`config.mk`:
```
export PLATFORM = sky130hd
export DESIGN_NAME = ifetch
export DESIGN_NICKNAME = d
export VERILOG_FILES = /design/src/rtl/ifetch_pkg.sv /design/src/rtl/ifetch_ifq.sv /design/src/rtl/ifetch.sv
export SDC_FILE = /design/constraint.sdc
export NUM_CORES = 1
export LEC_CHECK = 0
export BUFFER_PORTS_ARGS = -buffer_cell sky130_fd_sc_hd__buf_4
export CAP_MARGIN = 10
export CORE_ASPECT_RATIO = 2
export CORE_MARGIN = 2
export CORE_UTILIZATION = 24
export CTS_BUF_LIST = sky130_fd_sc_hd__clkbuf_4 sky130_fd_sc_hd__clkbuf_8 sky130_fd_sc_hd__clkbuf_16
export DETAILED_ROUTE_END_ITERATION = 12
export GPL_TIMING_DRIVEN = 0
export PLACE_DENSITY = 0.52
export REMOVE_ABC_BUFFERS = 1
export SYNTH_ARGS = -nofsm -noshare
export SYNTH_HDL_FRONTEND = slang
export SYNTH_HIERARCHICAL = 1
export SYNTH_SLANG_ARGS = --single-unit
```
`constraint.sdc`:
```
create_clock -name clk -period 5.25 [get_ports clk]
set_clock_uncertainty 0.05 [all_clocks]
set_input_delay 1.05 -clock clk [delete_from_list [all_inputs] [get_ports clk]]
set_output_delay 1.05 -clock clk [all_outputs]
set_load 0.01 [all_outputs]
```
`src/rtl/ifetch_pkg.sv`:
```
// Shared constants for the pu instruction fetch stage.
// Latency: n/a (constants only).
// Backpressure: n/a.
// Contents: instruction width, NOP/HALT encodings, fetch FSM state encoding,
// counter width for queue/outstanding/drop bookkeeping (covers DEPTH up to 4).
package ifetch_pkg;

    localparam int CMDS = 16;

    localparam logic [CMDS-1:0] INSN_NOP  = 16'h0000;
    localparam logic [CMDS-1:0] INSN_HALT = 16'h0001;

    localparam logic [0:0] ST_RUN    = 1'b0;
    localparam logic [0:0] ST_HALTED = 1'b1;

    // Wide enough to hold 0..4 for outstanding and drop counts.
    localparam int CNTW = 3;

endpackage

```
`src/rtl/ifetch_ifq.sv`:
```
// Prefetch queue: synchronous shift FIFO, DEPTH x W, with push/pop/flush.
// Latency: a pushed word is visible on dout the cycle after the push edge.
// Backpressure: none internally; the caller guarantees no push when full.
// Ports: clk, rst (async, active-high), push/pop/flush controls, din,
//        dout (head entry), cnt (entries held).
module ifq #(
    parameter int DEPTH = 2,
    parameter int W     = 24,
    parameter int CW    = $clog2(DEPTH + 1)
) (
    input  logic          clk,
    input  logic          rst,
    input  logic          push,
    input  logic          pop,
    input  logic          flush,
    input  logic [W-1:0]  din,
    output logic [W-1:0]  dout,
    output logic [CW-1:0] cnt
);

    logic [W-1:0]  mem [DEPTH];
    logic [W-1:0]  nxt [DEPTH];
    // One zero slot past the end so the shift loop never indexes out of range.
    logic [W-1:0]  ext [DEPTH+1];
    logic [CW-1:0] widx;

    always_comb begin
        for (int i = 0; i < DEPTH; i++) begin
            ext[i] = mem[i];
        end
        ext[DEPTH] = '0;
        // With a simultaneous pop the entries shift down first, so the new
        // word lands one slot lower.
        widx = pop ? (cnt - CW'(1)) : cnt;
        for (int i = 0; i < DEPTH; i++) begin
            nxt[i] = pop ? ext[i+1] : mem[i];
            if (push && (widx == CW'(i))) begin
                nxt[i] = din;
            end
        end
    end

    always_ff @(posedge clk or posedge rst) begin
        if (rst) begin
            cnt <= '0;
            mem <= '{default: '0};
        end else if (flush) begin
            cnt <= '0;
        end else begin
            mem <= nxt;
            cnt <= cnt + CW'(push) - CW'(pop);
        end
    end

    assign dout = mem[0];

endmodule

```
`src/rtl/ifetch.sv`:
```
// Instruction fetch: PC generation, memory request/response, prefetch queue to decoder.
// Latency: a response returned at edge N is presented on o/ovalid right after edge N.
// Backpressure: ireq drops once queued+outstanding reaches the cap; adv=0 holds the head.
// Ports: clk, rst (async, active-high); decoder side adv, h, pcwe, npc, o, ovalid, opc,
//        halted; memory side ireq, iaddr, igrant, irvalid, irdata.
// Build option IFETCH_PREFETCH_EN: when defined the queue has DEPTH entries and up to
// DEPTH requests may be outstanding; otherwise one entry and one outstanding request.
module ifetch
    import ifetch_pkg::*;
#(
    parameter int             AW       = 8,
    parameter int             DEPTH    = 2,
    parameter logic [AW-1:0]  RESET_PC = '0
) (
    input  logic            clk,
    input  logic            rst,
    input  logic            adv,
    input  logic            h,
    input  logic            pcwe,
    input  logic [AW-1:0]   npc,
    output logic            ireq,
    output logic [AW-1:0]   iaddr,
    input  logic            igrant,
    input  logic            irvalid,
    input  logic [CMDS-1:0] irdata,
    output logic [CMDS-1:0] o,
    output logic            ovalid,
    output logic [AW-1:0]   opc,
    output logic            halted
);

`ifdef IFETCH_PREFETCH_EN
    localparam int QD = DEPTH;
`else
    localparam int QD = 1;
`endif
    localparam int QCW = $clog2(QD + 1);
    localparam int QW  = CMDS + AW;

    logic [0:0]      state;
    logic [AW-1:0]   fpc;      // next fetch address
    logic [AW-1:0]   rpc;      // address of the next non-dropped response
    logic [CNTW-1:0] outst;
    logic [CNTW-1:0] drop;
    logic [CNTW-1:0] outst_nxt;

    logic [QCW-1:0]  q_cnt;
    logic [QW-1:0]   q_dout;
    logic [QW-1:0]   q_din;
    logic [3:0]      inflight;

    logic run, grant, redir, halt_go, pop, push;

    assign run      = (state == ST_RUN);
    assign inflight = 4'(q_cnt) + 4'(outst);
    assign ireq     = !rst && run && (inflight < 4'(QD));
    assign iaddr    = fpc;
    assign grant    = ireq && igrant;
    assign ovalid   = (q_cnt != '0);

    // pcwe outranks halt, pop and push; everything is frozen once halted.
    assign redir    = run && pcwe;
    assign halt_go  = run && ovalid && h && !pcwe;
    assign pop      = run && ovalid && adv && !h && !pcwe;
    assign push     = run && !pcwe && irvalid && (drop == '0);

    assign outst_nxt = outst + CNTW'(grant) - CNTW'(irvalid);
    assign q_din     = {rpc, irdata};

    ifq #(
        .DEPTH (QD),
        .W     (QW),
        .CW    (QCW)
    ) u_ifq (
        .clk   (clk),
        .rst   (rst),
        .push  (push),
        .pop   (pop),
        .flush (redir),
        .din   (q_din),
        .dout  (q_dout),
        .cnt   (q_cnt)
    );

    always_ff @(posedge clk or posedge rst) begin
        if (rst) begin
            state <= ST_RUN;
            fpc   <= RESET_PC;
            rpc   <= RESET_PC;
            outst <= '0;
            drop  <= '0;
        end else begin
            outst <= outst_nxt;
            if (redir) begin
                // Every request still in flight after this edge, including one
                // granted right now, belongs to the old stream.
                drop  <= outst_nxt;
                fpc   <= npc;
                rpc   <= npc;
            end else begin
                if (irvalid && (drop != '0)) begin
                    drop <= drop - CNTW'(1);
                end
                if (grant) begin
                    fpc <= fpc + AW'(1);
                end
                if (push) begin
                    rpc <= rpc + AW'(1);
                end
                if (halt_go) begin
                    state <= ST_HALTED;
                end
            end
        end
    end

    assign o      = ovalid ? q_dout[CMDS-1:0] : INSN_NOP;
    assign opc    = ovalid ? q_dout[QW-1:CMDS] : '0;
    assign halted = (state == ST_HALTED);

endmodule
```
### Word level (Yosys, flattened, before mapping)

Cells that the tools add are included.

| word-level totals | value |
|---|---|
| register bits after elaboration | 48 |
| input bits | 31 |
| output and inout port bits | 35 |
| word-level logic and storage cells | 58 |

| operators by class | value |
|---|---|
| add/subtract/negate cells | 9 |
| order comparisons | 1 |
| multiplexer cells | 12 |
| bitwise logic cells | 3 |
| reductions and logical operators | 26 |

Operators by type and width:

| operator | number |
|---|---|
| 24-bit 2-to-1 mux | 2 |
| 8-bit 2-to-1 mux | 5 |
| 8-bit by 1-bit adder with 8-bit output, second input constant | 2 |
| 16-bit 2-to-1 mux | 1 |
| 1-bit logical AND | 15 |
| 2-bit nonzero test | 4 |
| 3-bit 2-to-1 mux | 2 |
| 1-bit by 3-bit adder with 4-bit output | 1 |
| 4-bit by 1-bit < comparator with 1-bit output, second input constant | 1 |
| 2-bit AND reduction | 2 |
| 3-bit by 1-bit adder with 3-bit output | 1 |
| 1-bit zero test | 3 |
| 3-bit zero test | 1 |
| 1-bit inverter | 3 |
| 3-bit nonzero test | 1 |
| 3-bit by 1-bit subtractor with 3-bit output | 1 |
| 3-bit by 1-bit subtractor with 3-bit output, second input constant | 1 |
| 1-bit 2-to-1 mux | 2 |
| 1-bit adder | 1 |
| 1-bit subtractor | 1 |
| 1-bit subtractor, second input constant | 1 |

### Depth between registers and ports, before layout

| logic depth | value |
|---|---|
| depth after elaboration | 10 |
| depth in mapped cells | 11 |
| depth with buffers taken out | 11 |

### By module

The synthesis kept the hierarchy.

Modules (own cells, without submodules):

| module | times used | cells each | area each (um^2) | seq. area each (um^2) |
|---|---|---|---|---|
| ifetch | 1 | 161 | 1,493.9 | 575.6 |
| ifq | 1 | 60 | 930.9 | 625.6 |

### Least setup slack after synthesis

Ideal clock, no wire load.

| timing path | value |
|---|---|
| path kind | input port to flip-flop |
| start | input port rst |
| end | register drop[1] |
| setup time | 125 ps |
| arrival time | 2,751 ps |
| required time | 5,075 ps |
| path slack | 2,324 ps |
| stages on the path | 7 |
| buffers on the path | 0 |
| cells stage by stage | nor4_4 > nand4_4 > ha_1 > inv_1 > ha_1 > fa_1 > mux2_2 |

| between the ends | value |
|---|---|
| word-level cells in the longest chain between the ends | 7 |

RTL lines:

| element | line | RTL |
|---|---|---|
| from (decl) | ifetch.sv:16 | `input logic rst,` |
| 1-bit zero test (no line) | n/a |  |
| 1-bit logical AND (2 in series) | ifetch.sv:56 | `assign ireq = !rst && run && (inflight < 4'(QD));` |
| 1-bit logical AND | ifetch.sv:58 | `assign grant = ireq && igrant;` |
| 3-bit by 1-bit adder with 3-bit output | ifetch.sv:67 | `assign outst_nxt = outst + CNTW'(grant) - CNTW'(irvalid);` |
| 3-bit by 1-bit subtractor with 3-bit output | ifetch.sv:67 |  |
| net outst_nxt[1] | ifetch.sv:45 | `logic [CNTW-1:0] outst_nxt;` |
| 3-bit 2-to-1 mux | ifetch.sv:94 | `if (redir) begin` |
| to (signal assigned) | ifetch.sv:97 | `drop <= outst_nxt;` |
| to (signal assigned) | ifetch.sv:102 | `drop <= drop - CNTW'(1);` |
| to (decl) | ifetch.sv:44 | `logic [CNTW-1:0] drop;` |

The timed path passes the listed nets, and every way through them passes these cells.
A chain may end at the register's enable or synchronous reset.

### Worst setup path after layout

| timing path | value |
|---|---|
| start | register u_ifq.cnt |
| end | output port ireq |

| between the ends | value |
|---|---|
| word-level cells in the longest chain between the ends | 3 |

RTL lines:

| element | line | RTL |
|---|---|---|
| from (decl) | ifetch_ifq.sv:18 | `output logic [CW-1:0] cnt` |
| from (signal assigned) | ifetch_ifq.sv:51 | `cnt <= cnt + CW'(push) - CW'(pop);` |
| 1-bit by 3-bit adder with 4-bit output | ifetch.sv:55 | `assign inflight = 4'(q_cnt) + 4'(outst);` |
| 4-bit by 1-bit < comparator with 1-bit output | ifetch.sv:56 |  |
| 1-bit logical AND | ifetch.sv:56 |  |
| to (decl) | ifetch.sv:21 | `output logic ireq,` |

No other way between the ends.

==> summary.md <==
| Metric | Value |
|---|---|
| GRT met3 Usage | `2.00%` |
| Critical Path AT | `2.36 ns` |
| Post-synthesis mux area share | `1.70%` |
| Placed cells | `407` |
| Worst Setup End Kind | `output port` |
| Synth area leader | `dfrtp_1` |
| PortBufs | `65` |
| Avg Cell Area, Syn | `around 11 µm²` |
| Crit Path Max Fanout | `29` |
| Synth Register Bits | `48` |
| GR met1 Demand/Resource | `13.1%` |
| CTS root buffer | `clkbuf_16` |
| H-tree depth | `2` |
| Leakage power | `between 1 and 1.5 nW` |
| Post_cts resized | `0` |
| Hold Crit Class | `flip-flop to flip-flop` |
| Die ar. | `11000 µm²` |
| GR Util met2 | `19.7%` |
| Fmax | `~0.29 GHz` |
| Critical Path Start Type | `flip-flop` |
| Share of the synthesized area in the top cell type | `between 40% and 50%` |
| Fillers | `1023` |
| CTS max path bufs | `2` |
| Worst vdd ir | `0.147 mV` |
| Cell Rows | `51` |
| Status | `completed` |
| Worst skew pair latency | `slightly below 0.3 ns` |
| RePlAce Congestion | `0.756` |
| Grt peak-use layer | `met2` |
| Adder-cell share of the synthesized area | `5.99%` |
| Cell Area, Synth | `~2400 µm²` |
| Synth Area in Compound Gates | `14.7%` |
| ANT cells | `0` |
| Detailed Route WL | `5.91 mm` |
| Worst Setup Path Type | `flip-flop to output port` |
| Total grt overflow | `0` |
| First-pass GRT wire length | `9.65 mm` |
| Non-Filler Instances | `slightly above 400` |
| IO Count | `66` |
| Vias in the first global route | `roughly 1900` |
| Post-route cell area | `3170 µm²` |
| Period utilization | `66.0%` |
| Initial antenna violation count | `0` |
| Slew HR | `28.4%` |
| MaxCap Viol Count | `0` |
| Largest net degree at the start of global routing | `30` |
| DRC | `0` |
| Simple-gate portion of the synthesized area | `18.4%` |
| DR pass1 iterations | `4` |
| Post-DP Area | `around 3000 µm²` |
| RSZ-0062 raised after global routing | `false` |
| Async SR Flop Fraction | `100%` |
| Worst slack, placed | `1.76 ns` |
| Syn Inst Count | `221` |
| Cts-stage hold buffer count | `0` |
| Layout net count | `324` |
| HPWL Detailed | `between 4 and 5 mm` |
| Die X | `75.1 µm` |
| Wire per inst | `14.2 µm` |
| DIE HEIGHT | `146 µm` |
| Final hold vios | `0` |
| Routed Antenna Nets | `0` |
| Synth area leaders | `dfrtp_1 50%, a22o_1 8.7%, and2_1 6.2%` |
| CTS buffer count | `5` |
| Sequential area share after synthesis | `49.5%` |
| Initial Utilization | `24.8%` |
| Setup tns final | `0 ns` |
| Pins Over Slew Limit | `0` |
| Slew at the pin with the worst max-slew slack | `approximately 1.1 ns` |
| Share of cells above drive strength 1 | `29.3%` |
| Vias | `~1900` |
| Number of DRC markers in iteration 0 | `51` |
| CTS sink cnt | `48` |
| Worst Slack Setup Final | `1.79 ns` |
| Largest family of logic cells by synthesized area | `simple AND/OR/NAND/NOR gates` |
| Layout area overhead | `30.7%` |
| CP Data Required Time | `4.15 ns` |
| Gr usage total | `11.5%` |
| Synth Warn # | `6` |
| Vias/cell | `4.56` |
| Post-route minimum period | `3.46 ns` |
| Worst-path clk slew | `0.06 ns` |
| Post-synth top flop | `dfrtp_1` |
| Core area | `9760 µm²` |
| Number of synthesized flops with an enable pin | `0` |
| Cell Pwr Density | `slightly above 500 nW/µm²` |
| Setup Buffers After CTS | `0` |
| Netlist cell types | `38` |
| CTS tree | `yes` |
| Final setup viols | `0` |
| Xor/xnor share of the synthesized area | `5.06%` |
-- critical path: stages (launching register included) --
cell and delay [ns]:
dfrtp_1 0.70, ha_1 0.39, ha_1 0.20, xnor2_1 0.41
and3_2 0.26, buf_4 0.11
-- stage by stage --
step	hold WS, ns	utilization (%)	power, mW
after floorplan	0.408	-	1.07
after global placement	0.426	30.8	1.29
after detailed placement	0.424	30.9	1.30
after CTS	0.448	32.5	1.65
after global routing	0.459	32.5	1.75
final	0.444	32.5	1.62
-- Yosys cell counts (all sizes together), types with 5 or more instances --
cell type	number
a22o	24
buf	5
nand3	5
xnor2	11
ha	10
nor2	11
nand2	10
inv	10
clkbuf	7
and2	24
dfrtp	48
a21oi	11
-- routing by layer --
metal | wire [µm] | vias to the layer above
met5 | 0 | -
met4 | 180 | 0
met3 | 268 | 9
met2 | 3130 | 56
met1 | 2330 | 914
li1 | - | 913
-- cells by family after synthesis --
family,after synthesis
buffers and inverters,22
adders and majority gates,11
xor gates and xnor gates,14
AOI/OAI and AO/OA,48
muxes,4
DFF,48
and+or+nand+nor,74
-- final timing paths --
kind / slack (ns) / depth (start not counted) / end / from
hold reg to reg: 0.44 / 1 / u_ifq/dout[4]$_DFFE_PP0P_ / u_ifq/dout[4]$_DFFE_PP0P_
setup reg to reg: 1.83 / 9 / drop[1]$_DFFE_PP0P_ / u_ifq/cnt$_DFF_PP0_
hold / removal: 0.44 / 1 / u_ifq/dout[4]$_DFFE_PP0P_ / u_ifq/dout[4]$_DFFE_PP0P_
setup / recovery: 1.79 / 5 / ireq / u_ifq/cnt$_DFF_PP0_
min in group asynchronous: 0.95 / 2 / halted$_DFFE_PP0P_ / rst
max in group asynchronous: 3.54 / 2 / u_ifq/dout[9]$_DFFE_PP0P_ / rst
-- registers in the layout (all words and copies together) (netlist names) --
register	count
drop	3
halted	1
iaddr	8
outst	3
rpc	8
u_ifq/cnt	1
u_ifq/dout	24
-- placed cells by master (no fill, tap or decap), types with 2 or more instances in the layout --
master,instances
dfrtp_1,48
nor2_1,11
or4_1,3
a22o_1,24
clkinv_2,2
nand3_1,5
nand2b_1,2
a31oi_1,4
nand4_1,2
nor3_1,4
mux2i_1,3
ha_1,10
nor4_1,3
clkbuf_16,5
o21ai_0,3
inv_1,9
a21oi_1,11
xnor2_1,11
and2_1,24
and4_1,2
nand2_1,10
o31ai_1,3
xor2_1,3
buf_4,65
-- power breakdown --
| group | switching (mW) | total [mW] | internal (mW) |
|---|---|---|---|
| Clock | 0.140 | 0.329 | 0.188 |
| Sequential | 0.154 | 0.699 | 0.545 |
| Combinational | 0.278 | 0.590 | 0.313 |
-- cell type report --
type                       count  area [µm²]  share of cell area (%)
multi-input combinational    151        1110                    35.1
clock inverter                 2        10.0                   0.316
timing repair buffer          66         503                    15.9
clock buffer                   6         139                    4.38
tap                          132         165                    5.21
inverter                      10        37.5                    1.18
sequential                    48        1200                    37.9
Power figures use the tool's default switching activity.
